===== config.mk =====
export PLATFORM = sky130hd
export DESIGN_NAME = reg_file2
export DESIGN_NICKNAME = d
export VERILOG_FILES = /design/src/rtl/reg_file2_pkg.sv /design/src/rtl/reg_file2_register16.sv /design/src/rtl/reg_file2.sv
export SDC_FILE = /design/constraint.sdc
export NUM_CORES = 1
export LEC_CHECK = 0
export CAP_MARGIN = 20
export CORE_ASPECT_RATIO = 1.4
export CORE_MARGIN = 5
export CORE_UTILIZATION = 64
export CTS_BUF_LIST = sky130_fd_sc_hd__clkbuf_8
export DETAILED_ROUTE_END_ITERATION = 10
export GPL_TIMING_DRIVEN = 0
export PLACE_DENSITY_LB_ADDON = 0.05
export SYNTH_ARGS = -nofsm -noshare
export SYNTH_HDL_FRONTEND = slang
export SYNTH_HIERARCHICAL = 1
export SYNTH_SLANG_ARGS = --single-unit

===== constraint.sdc =====
create_clock -name Clock -period 3.4 [get_ports Clock]
set_input_delay 0.51 -clock Clock [delete_from_list [all_inputs] [get_ports Clock]]
set_output_delay 0.51 -clock Clock [all_outputs]
set_load 0.01 [all_outputs]

===== src/rtl/reg_file2_pkg.sv =====
// reg_file2_pkg: shared sizing constants and register-index type for reg_file2
package reg_file2_pkg;
    localparam int REG_WIDTH = 16;
    localparam int REG_COUNT = 16;
    localparam int REG_SEL_WIDTH = 4;
    typedef logic [REG_SEL_WIDTH-1:0] reg_idx_t;
endpackage


===== src/rtl/reg_file2_register16.sv =====
// register16: 16-bit register with synchronous reset and load enable
module register16
    import reg_file2_pkg::*;
(
    input  logic                 clk,
    input  logic                 rst,
    input  logic                 load,
    input  logic [REG_WIDTH-1:0] d,
    output logic [REG_WIDTH-1:0] q
);
    always_ff @(posedge clk)
        q <= rst ? '0 : load ? d : q;
endmodule


===== src/rtl/reg_file2.sv =====
// reg_file2: 16x16 register file, one synchronous write port, two combinational read ports
module reg_file2
    import reg_file2_pkg::*;
(
    input  logic                 Clock,
    input  logic                 Reset,
    input  logic                 WriteEnable,
    input  reg_idx_t             SelectInput,
    input  reg_idx_t             SelectA,
    input  reg_idx_t             SelectB,
    input  logic [REG_WIDTH-1:0] In,
    output logic [REG_WIDTH-1:0] A,
    output logic [REG_WIDTH-1:0] B
);
    logic [REG_COUNT-1:0] load;
    logic [REG_WIDTH-1:0] regs [REG_COUNT];
    always_comb
        load = WriteEnable ? REG_COUNT'(1) << SelectInput : '0;
    for (genvar i = 0; i < REG_COUNT; i++) begin : g_reg
        register16 u_reg (
            .clk (Clock),
            .rst (Reset),
            .load(load[i]),
            .d   (In),
            .q   (regs[i])
        );
    end
    always_comb begin
        A = regs[SelectA];
        B = regs[SelectB];
    end
endmodule


After elaboration in Yosys (flattened, before gate mapping)
Cells that the tools add are included. Widths: inputs -> output; s select.

$add $sub $neg: 0. Multiply operators: 0. Divide/modulo/power cells: 0. Magnitude comparators: 2. Eq/ne operators: 0. Shift-type cells: 1. Multiplexer cells: 7. Bitwise gates (word level): 2. Reduce and logical (&&, ||, !) cells: 0.

Operator list (count): $bmux 16 s4 (2); $mux 16 (5); $shl 1x4->16 const A (1); $ge 5x5->1 const B (2); $not 4->5 (2).

Register bits: 256. Bits in latches: 0. RAM bits: 0. Memory bits (read-only): 0. Logic and storage cells: 28. Memories kept: 0.

Logic depth before layout (Yosys ltp)
Gate-level depths: netlist of the first run.

Word-level depth: 4. Mapped depth: 6.

Modules after synthesis
Netlist of the first run, hierarchy kept.

Modules (own cells, without submodules): register16 (times used 16, cells an instance 52, area an instance 580.6 um2, seq. area each 320.3 um2); reg_file2 (times used 1, cells an instance 297, area an instance 3967.6 um2, seq. area each 0.0 um2).

Worst setup path before layout of the first run
OpenSTA, ideal clock, no wires.

Kind: input port to output port. Start: input SelectB[1]. End: output B[5]. Data arrival time: 1.640 ns. Setup slack: 1.250 ns. Stages on the path: 5. Path buffers: 2. Cells stage by stage: buf_2 clkbuf_1 mux4_2 a22oi_1 nand2_1.

Word-level cells in the longest chain between the ends: 4.

RTL lines: start: declaration (RTL line reg_file2.sv:10) `input reg_idx_t SelectB,`; $not 4->5 (not written as such) (RTL line reg_file2.sv:30) `B = regs[SelectB];`; $bmux 16 s4 (RTL line reg_file2.sv:30); $mux 16 (not written as such) (2 in a row) (RTL line reg_file2.sv:30); end: declaration (RTL line reg_file2.sv:13) `output logic [REG_WIDTH-1:0] B`.

No other way between the ends. The select of a mux whose other input is x is not followed.

Final worst setup path of the first run
Start: input SelectB[1]. End: output B[12].

The elaborated chain is that of the path after synthesis.

==> results.yml, run 1 <==
sta:
  setup_tns_ps: -0.523
  max_freq_mhz: 294
  unrepaired_setup_endpoints_after_global_routing: "true"
  final_hold_viol_count: 0
  layout_worst_path_cycle_share_pct: 100
  shortest_clock_period_the_worst_path_allows_after_layout_ps: 3400
  tightest_slew_ps: 882
  final.setup_skew_ps: 0
  timing.final.max_slew_violations: 0
  hold_slack_ps: 305
  timing.slew.headroom_pct: 41.2
  setup_ws_ps: -0.523
  setup_viol_count_final: 1
clock_tree:
  root_buffer: "sky130_fd_sc_hd__clkbuf_8"
  cts_sinks: 256
  post_cts_hold_buffers: 0
  clk_latency_worst_skew_pair_ps: 540
  tritoncts.num_buffers: 41
  tritoncts: "done"
  htree_num_levels: 2
  cts.clk_slew.worst_paths_ps: 60
  clockBufferDepth: 3
global_route:
  grt_overflow_total: 0
  antenna_found_initial: 0
  grt_max_degree: 17
  first_global_vias: 9990
  globalRouteTotalUtil_pct: 30.9
  grt_first_pass_wirelength_um: 57300
critical_path:
  worstSetupPathType: "in -> out"
  worst_setup_path_startpoint: "SelectB[1]"
  r2r_end: "g_reg[11].u_reg/q[15]"
  critical_path_peak_fanout: 10
  ff2ff_path_depth: 2
  regToRegStartpoint: "g_reg[11].u_reg/q[15]"
  cp-end-kind: "output port"
  required_ps: 2890
  reg2reg_setup_slack_ps: 2710
  arrival_ps: 2890
  startpoint_type: "input pin"
finish:
  finalInstanceArea_sq_mm: 0.0150
  regMostFlops: "g.u_reg/q"
  insertedDiodeCount: 0
  fillers: 1494
  syn2layout_area_growth_pct: 12.8
  largest_registers: "g.u_reg/q: 256 flops"
  finish.net_count: 1260
  layout.core_utilization_pct: 73.0
  final_layout_size_suffix_gt1_share_pct: 19.7
  largest_register_ffs: 256
  layout.cells.most_common_list: "sky130_fd_sc_hd__nor2_1 (268), sky130_fd_sc_hd__mux2i_1 (256), sky130_fd_sc_hd__dfxtp_1 (256)"
  layout_commonest_cell: "sky130_fd_sc_hd__nor2_1"
die:
  die_area_sq_mm: 0.0237
  design.portCount: 63
  floorplan.rows: 62
  floorplan.initialDensity_pct: 64.7
  die_width_um: 132
  core_box_area_sq_mm: 0.0205
  die_y_um: 180
logic_synthesis:
  synth_fp_nets: 1160
  synth_cell_types: 20
  synth-warning-count: 6
  post_synthesis_cell_area_sq_mm: 0.0133
  synth_seq_cells: 256
  post_synth_main_area_contributors: "sky130_fd_sc_hd__dfxtp_1 (39%), sky130_fd_sc_hd__mux2i_1 (19%), sky130_fd_sc_hd__mux4_2 (18%), sky130_fd_sc_hd__nor2_1 (7.6%), sky130_fd_sc_hd__mux4_1 (4.4%)"
  ys_seq_area_share_pct: 38.7
  post_synthesis_cell_count: 1129
  synthesis.area_per_instance_sq_um: 11.7
  post-synth-top-area-fraction_pct: 38.7
  netlist.top_cell.by_area: "sky130_fd_sc_hd__dfxtp_1"
power_and_ir_drop:
  ir_worst_vdd_mv: 0.357
  switching_power_w: 0.00162
  pwr-share-seq_pct: 49.2
  pwr_density_cell_mw_per_mm2: 417
  comb_power_share_pct: 9.4
  internal_power_w: 0.00461
  clkPwrFrac_pct: 41.3
  total_leakage_power_nw: 5.32
  switching_share_pct: 26.1
worst_hold_path:
  hp-class: "in -> reg"
  hold-path-cell-count: 2
  worst_hold_startpoint: "Reset"
  worstHoldEndpoint: "g_reg[11].u_reg/q[1]"
drt:
  routedWlPerCell_um: 24.8
  dr.pass1.iters: 6
  detailedRoute.firstIterationViolations: 901
  routed-via-count: 9878
  routed_via_density: 6.52
  finalWirelength_um: 37500
  route.detailed.drc: 0
  postRouteAntennaNets: 0
flow_run:
  maxCapViolations: 0
outcome:
  status: "complete, but fails checks"
  failing_checks: "setup timing"
placement:
  place.port_buffers: 57
  placement.cell_area_sq_mm: 0.0141
  globalplace.congestion: 0.907
  post-dp-hpwl_um: 26000
## cells in the mapped netlist
cell and number:
sky130_fd_sc_hd__nand3_1 1, sky130_fd_sc_hd__nand2_1 33, sky130_fd_sc_hd__and2_1 2, sky130_fd_sc_hd__nor2b_1 4, sky130_fd_sc_hd__nand3b_1 2, sky130_fd_sc_hd__nand2b_1 2
sky130_fd_sc_hd__buf_6 24, sky130_fd_sc_hd__buf_1 19, sky130_fd_sc_hd__buf_4 6, sky130_fd_sc_hd__clkbuf_1 20, sky130_fd_sc_hd__mux2i_1 256, sky130_fd_sc_hd__nor3_1 4
sky130_fd_sc_hd__mux4_2 106, sky130_fd_sc_hd__buf_12 16, sky130_fd_sc_hd__mux4_1 22, sky130_fd_sc_hd__a22oi_1 64, sky130_fd_sc_hd__buf_2 21, sky130_fd_sc_hd__or3b_2 1
sky130_fd_sc_hd__nor2_1 270, sky130_fd_sc_hd__dfxtp_1 256
## through the flow
stage	instances	power [W]	setup WS [ps]
finish	1514	0.00623	-0.523
global route	1514	0.00644	-24.8
detailed placement	1442	0.00371	-137
CTS	1514	0.00626	17.8
global placement	1442	0.00370	-127
floorplan	1129	0.00348	1250
## worst max-delay path: stages
cell and delay (ps):
sky130_fd_sc_hd__buf_2 300, sky130_fd_sc_hd__clkbuf_1 570, sky130_fd_sc_hd__mux4_1 450, sky130_fd_sc_hd__a22oi_1 380
sky130_fd_sc_hd__nand2_1 170, sky130_fd_sc_hd__clkdlybuf4s50_1 510
## metal layers
layer  GRT usage (%)  up-vias  wire length [um]
met2            50.5      538             18000
met5               0        -                 0
met4            16.1        0              2200
met3            5.17      144              2900
met1            39.5     4841             14400
li1                -     4355                 -
## logic make-up after synthesis
family / Yosys count / synth area share, %
and+or+nand+nor: 319 / 9.33
DFF: 256 / 38.7
buffers and inverters: 106 / 6.69
muxes: 384 / 41.7
AOI/OAI and AO/OA: 64 / 3.62
## area by class of cell
| class | count | area [sq um] | area share, % |
|---|---|---|---|
| multi-input cells | 767 | 7250 | 48.5 |
| flip-flops and latches | 256 | 5120 | 34.3 |
| plain buffers | 106 | 902 | 6.03 |
| clock buffers | 50 | 688 | 4.60 |
| repair buffers | 57 | 571 | 3.81 |
| well taps | 256 | 320 | 2.14 |
| clock inverters | 22 | 104 | 0.694 |
## power by group through the flow
stage / Sequential (W) / Clock [W] / Combinational [W]
after floorplan: 0.00312 / 0 / 0.000353
after global placement: 0.00313 / 0 / 0.000568
after CTS: 0.00307 / 0.00261 / 0.000580
final: 0.00307 / 0.00258 / 0.000588
after global routing: 0.00307 / 0.00276 / 0.000616
after detailed placement: 0.00313 / 0 / 0.000576
## repair_timing
action                                 4_1_cts  5_1_grt
buffers inserted                             0        0
gates resized for setup                      8       11
setup endpoints to repair                   20        7
endpoints found under the hold margin        0        0
## worst max path at each step
stage          slack, ps  cells past startpoint    end
2_1_floorplan       1250                      5   B[5]
3_3_place_gp        -130                      6  A[12]
3_5_place_dp        -140                      6  A[12]
4_1_cts               20                      6  B[12]
5_1_grt              -20                      6  B[13]
6_report            -0.5                      6  B[12]
Note: power is estimated with default switching activity, not from simulation.
==> run 2, diff against run 1 <==
--- a/config.mk
+++ b/config.mk
@@ -11,6 +11,7 @@
 export CORE_UTILIZATION = 64
 export CTS_BUF_LIST = sky130_fd_sc_hd__clkbuf_8
 export DETAILED_ROUTE_END_ITERATION = 10
+export DONT_BUFFER_PORTS = 1
 export GPL_TIMING_DRIVEN = 0
 export PLACE_DENSITY_LB_ADDON = 0.05
 export SYNTH_ARGS = -nofsm -noshare
==> run 2 against run 1 <==
  * The flow now finishes without violations
  * Worst hold slack worse by 190 ps
  * Final cell count down 3.7%
  * Design area down 3.6%
  * Die area unchanged
  * Count of clock-buffer cells in the layout up 7
  * Wire length about the same
  * Utilization down 2.6 points
  * Via count down 3.0%
  * First-iteration DRC count up 4.9%
  * Sequential share of layout area up 1.3 points
  * Critical path type unchanged
  * Largest cell class unchanged
==> results.yml, run 2 (same netlist as run 1, synthesis figures left out) <==
clock_tree:
  tritoncts.num_buffers: 42
  cts.clk_slew.worst_paths_ps: 70
  cts.repair_timing.setup_buffer_count: 0
  post_cts_resized: 0
  clockBufferDepth: 3
  clk_latency_worst_skew_pair_ps: 530
  cts_sinks: 256
  tritoncts: "done"
  htree_num_levels: 2
  root_buffer: "sky130_fd_sc_hd__clkbuf_8"
  post_cts_hold_buffers: 0
outcome:
  status: "finished, final reports clean"
critical_path:
  arrival_ps: 2510
  startpoint_type: "input pin"
  timing.critical_path.slowest_cell_delay_ps: 620
  cp-end-kind: "output port"
  reg2reg_setup_slack_ps: 2730
  critical_path_peak_fanout: 10
  required_ps: 2890
  chain_of_cells_forming_the_critical_path: "buf_2 -> clkbuf_1 -> mux4_1 -> a22oi_1 -> nand2_1"
  worstSetupPathType: "in -> out"
  crit_slowest_cell: "sky130_fd_sc_hd__clkbuf_1"
die:
  die_width_um: 132
  floorplan.initialDensity_pct: 64.7
  die_y_um: 180
  core_box_area_sq_mm: 0.0205
  design.portCount: 63
  floorplan.rows: 62
  die_area_sq_mm: 0.0237
global_route:
  grt_first_pass_wirelength_um: 56700
  grt_max_degree: 17
  grt.met3_usage_pct: 6.37
  grt_overflow_total: 0
  gr-usage-met1_pct: 39.9
  grt_busiest_layer: "met2"
  antenna_found_initial: 0
  globalRouteTotalUtil_pct: 30.8
  first_global_vias: 9577
  grtUsageMet2_pct: 50.3
power_and_ir_drop:
  internal_power_w: 0.00472
  comb_power_share_pct: 7.7
  clkPwrFrac_pct: 43.3
  switching_share_pct: 24.7
  total_leakage_power_nw: 5.10
  pwr-share-seq_pct: 48.9
  switching_power_w: 0.00155
  ir_worst_vdd_mv: 0.330
  pwr_density_cell_mw_per_mm2: 434
  p_total_w: 0.00627
drt:
  postRouteAntennaNets: 0
  routed_via_density: 6.57
  routed-via-count: 9585
  finalWirelength_um: 37500
  detailedRoute.firstIterationViolations: 945
  route.detailed.drc: 0
  routedWlPerCell_um: 25.7
  dr.pass1.iters: 5
sta:
  timing.slew.headroom_pct: 36.2
  setup_ws_ps: 383
  final_hold_viol_count: 0
  setup_tns_ps: 0
  unrepaired_setup_endpoints_after_global_routing: "false"
  timing.final.max_slew_violations: 0
  hold_slack_ps: 114
  setup_viol_count_final: 0
  max_freq_mhz: 331
  tightest_slew_ps: 957
  layout_worst_path_cycle_share_pct: 88.7
  shortest_clock_period_the_worst_path_allows_after_layout_ps: 3020
  final.setup_skew_ps: 0
finish:
  largest_registers: "g.u_reg/q: 256 flops"
  regMostFlops: "g.u_reg/q"
  layout.cells.most_common_list: "sky130_fd_sc_hd__nor2_1 (270), sky130_fd_sc_hd__mux2i_1 (256), sky130_fd_sc_hd__dfxtp_1 (256)"
  syn2layout_area_growth_pct: 8.83
  fillers: 1576
  insertedDiodeCount: 0
  final_layout_size_suffix_gt1_share_pct: 19.6
  layout_commonest_cell: "sky130_fd_sc_hd__nor2_1"
  largest_register_ffs: 256
  finish.net_count: 1204
flow_run:
  maxCapViolations: 0
placement:
  detailedPlace.worstSlack_ps: 422
  post-dp-hpwl_um: 25800
  place.port_buffers: 0
  globalplace.congestion: 0.877
worst_hold_path:
  hp-class: "in -> reg"
==> run 2: power groups by stage <==
stage	clock (W)	combinational, W	sequential, W
3_5_place_dp	0	0.000479	0.00313
4_1_cts	0.00276	0.000480	0.00307
3_3_place_gp	0	0.000473	0.00313
6_report	0.00272	0.000485	0.00307
5_1_grt	0.00290	0.000510	0.00307
2_1_floorplan	0	0.000353	0.00312
==> run 2: area by class of cell <==
| type | instances | area (sq um) | share of cell area (%) |
|---|---|---|---|
| plain buffers | 106 | 887 | 6.15 |
| clock inverters | 16 | 66.3 | 0.460 |
| well taps | 256 | 320 | 2.22 |
| flip-flops and latches | 256 | 5120 | 35.5 |
| multi-input cells | 767 | 7240 | 50.2 |
| clock buffers | 57 | 785 | 5.44 |
==> run 2: per-layer routing <==
metal  wire length (um)  vias to the layer above
li1                   -                     4247
met1              14500                     4738
met2              18300                      484
met3               2910                      116
met4               1800                        0
met5                  0                        -
==> run 2: worst max-delay path: cells and delay by family <==
family / cells / cell delay (ps)
buffers and inverters: 2 / 950
AND/OR/NAND/NOR: 1 / 220
AO/OA/AOI/OAI: 1 / 370
multiplexers: 1 / 450
==> run 2: stage by stage <==
stage               utilization (%)  area, sq um  cells
finish                         70.4        14400   1458
CTS                            70.4        14400   1458
global placement               66.3        13600   1385
detailed placement             66.3        13600   1385
global route                   70.4        14400   1458
floorplan                         -        13300   1129
==> run 2: path summary, 6_finish.rpt <==
kind | startpoint | endpoint | depth (start not counted)
max reg2reg | g_reg[10].u_reg/q[4] | g_reg[10].u_reg/q[4] | 2
max | SelectB[1] | B[12] | 5
min reg2reg | g_reg[1].u_reg/q[14] | g_reg[1].u_reg/q[14] | 2
min | In[12] | g_reg[2].u_reg/q[12] | 2
==> run 3, diff against run 2 <==
--- a/config.mk
+++ b/config.mk
@@ -13,7 +13,7 @@
 export DETAILED_ROUTE_END_ITERATION = 10
 export DONT_BUFFER_PORTS = 1
 export GPL_TIMING_DRIVEN = 0
-export PLACE_DENSITY_LB_ADDON = 0.05
+export PLACE_DENSITY = 0.81
 export SYNTH_ARGS = -nofsm -noshare
 export SYNTH_HDL_FRONTEND = slang
 export SYNTH_HIERARCHICAL = 1
==> run 3 against run 2 <==
  * Register-to-register slack worse by 40 ps
  * Largest cell class unchanged
  * Global-route usage fell by 0.17 points
  * Maximum frequency grew 1.2%
  * Sequential share of layout area shrank 0.40 points
  * Design area grew 1.1%
  * Final cell count hardly changed
  * Clock skew unchanged
  * Count of clock-buffer cells in the layout down 5
  * Sequential power about the same
==> results.yml, run 3 (same netlist as run 1, synthesis figures left out) <==
finish:
  layout.cells.most_common_list: "sky130_fd_sc_hd__nor2_1 (270), sky130_fd_sc_hd__mux2i_1 (256), sky130_fd_sc_hd__dfxtp_1 (256)"
  final_layout_size_suffix_gt1_share_pct: 19.8
  syn2layout_area_growth_pct: 10.1
  finish.net_count: 1204
  largest_register_ffs: 256
  final_instance_count_without_filler_cells: 1459
  regMostFlops: "g.u_reg/q"
  insertedDiodeCount: 0
  fillers: 1471
  layout_commonest_cell: "sky130_fd_sc_hd__nor2_1"
  largest_registers: "g.u_reg/q: 256 flops"
placement:
  globalplace.congestion: 0.935
  post-dp-hpwl_um: 25700
  dpl.cell_count: 1385
  place.port_buffers: 0
die:
  core_box_area_sq_mm: 0.0205
  die_y_um: 180
  floorplan.initialDensity_pct: 64.7
  floorplan.rows: 62
  design.portCount: 63
  die_width_um: 132
  die_area_sq_mm: 0.0237
clock_tree:
  tritoncts: "done"
  cts.repair_timing.setup_buffer_count: 0
  cts_sinks: 256
  cts.clk_slew.worst_paths_ps: 60
  post_cts_resized: 0
  clockBufferDepth: 3
  root_buffer: "sky130_fd_sc_hd__clkbuf_8"
  post_cts_hold_buffers: 0
  htree_num_levels: 2
  tritoncts.num_buffers: 42
  clk_latency_worst_skew_pair_ps: 540
critical_path:
  r2r_end: "g_reg[7].u_reg/q[9]"
  startpoint_type: "input pin"
  crit_slowest_cell: "sky130_fd_sc_hd__clkbuf_1"
  ff2ff_path_depth: 2
  arrival_ps: 2470
  timing.critical_path.slowest_cell_delay_ps: 730
  critical_path_peak_fanout: 10
  chain_of_cells_forming_the_critical_path: "buf_2 -> clkbuf_1 -> mux4_2 -> a22oi_1 -> nand2_1"
  required_ps: 2890
  reg2reg_setup_slack_ps: 2690
  regToRegStartpoint: "g_reg[7].u_reg/q[9]"
  cp-end-kind: "output port"
  worstSetupPathType: "in -> out"
sta:
  layout_worst_path_cycle_share_pct: 87.7
  final_hold_viol_count: 0
  shortest_clock_period_the_worst_path_allows_after_layout_ps: 2980
  final.setup_skew_ps: 0
  setup_tns_ps: 0
  unrepaired_setup_endpoints_after_global_routing: "false"
  tightest_slew_ps: 922
  timing.slew.headroom_pct: 38.5
  max_freq_mhz: 335
  timing.final.max_slew_violations: 0
  setup_viol_count_final: 0
drt:
  dr.pass1.iters: 5
  finalWirelength_um: 37500
  route.detailed.drc: 0
  detailedRoute.firstIterationViolations: 1019
  routed_via_density: 6.69
  routed-via-count: 9755
  routedWlPerCell_um: 25.7
  postRouteAntennaNets: 0
power_and_ir_drop:
  switching_power_w: 0.00159
  ir_worst_vdd_mv: 0.379
  pwr_density_cell_mw_per_mm2: 467
  total_leakage_power_nw: 5.17
  comb_power_share_pct: 7.1
  switching_share_pct: 23.4
  clkPwrFrac_pct: 47.9
  internal_power_w: 0.00522
  pwr-share-seq_pct: 45.0
global_route:
  globalRouteTotalUtil_pct: 30.7
  grt_max_degree: 17
  first_global_vias: 9943
  grt_overflow_total: 0
  antenna_found_initial: 0
  grt_first_pass_wirelength_um: 57000
worst_hold_path:
  worstHoldEndpoint: "g_reg[1].u_reg/q[9]"
  hold-path-cell-count: 2
  hp-class: "in -> reg"
  worst_hold_startpoint: "In[9]"
outcome:
  status: "finished, final reports clean"
flow_run:
  maxCapViolations: 0
run 3: critical path: cells and delay by family:
kind,cells,cell delay (ps)
and+or+nand+nor,1,200
buffers and inverters,2,1040
AOI/OAI and AO/OA,1,300
muxes,1,410
run 3: routing by layer:
layer / wire length [um] / share of wire (%) / global-route usage [%]
met1: 13800 / 37 / 38.3
met2: 18400 / 49 / 50.9
met3: 3320 / 8.9 / 6.56
met4: 1950 / 5.2 / 14.5
met5: 0 / 0 / 0
run 3: cell type report:
cell class	count	area (sq um)	area share [%]
Buffer	106	887	6.08
Tap cell	256	320	2.20
Multi-Input combinational cell	767	7240	49.7
Clock buffer	52	716	4.91
Clock inverter	22	298	2.04
Sequential cell	256	5120	35.1
run 3: worst max path at each step:
stage / start / to
2_1_floorplan: SelectB[1] / B[5]
3_3_place_gp: SelectB[1] / B[4]
3_5_place_dp: SelectB[1] / B[4]
4_1_cts: SelectB[1] / B[4]
5_1_grt: SelectB[1] / B[6]
6_report: SelectB[1] / B[4]
run 3: power groups by stage:
stage | Combinational, W | Sequential, W | Clock [W]
floorplan | 0.000353 | 0.00312 | 0
global placement | 0.000466 | 0.00313 | 0
detailed placement | 0.000474 | 0.00313 | 0
CTS | 0.000475 | 0.00307 | 0.00328
global route | 0.000506 | 0.00307 | 0.00342
finish | 0.000484 | 0.00307 | 0.00326
run 3: per-stage QoR:
step	instance area, sq um	total power, W	worst slack, ps	utilization (%)	hold WS, ps
finish	14600	0.00681	418	71.2	106
floorplan	13300	0.00348	1250	-	466
detailed placement	13600	0.00360	494	66.3	501
global placement	13600	0.00359	491	66.3	480
global route	14600	0.00700	489	71.2	102
CTS	14600	0.00682	490	71.2	92.5
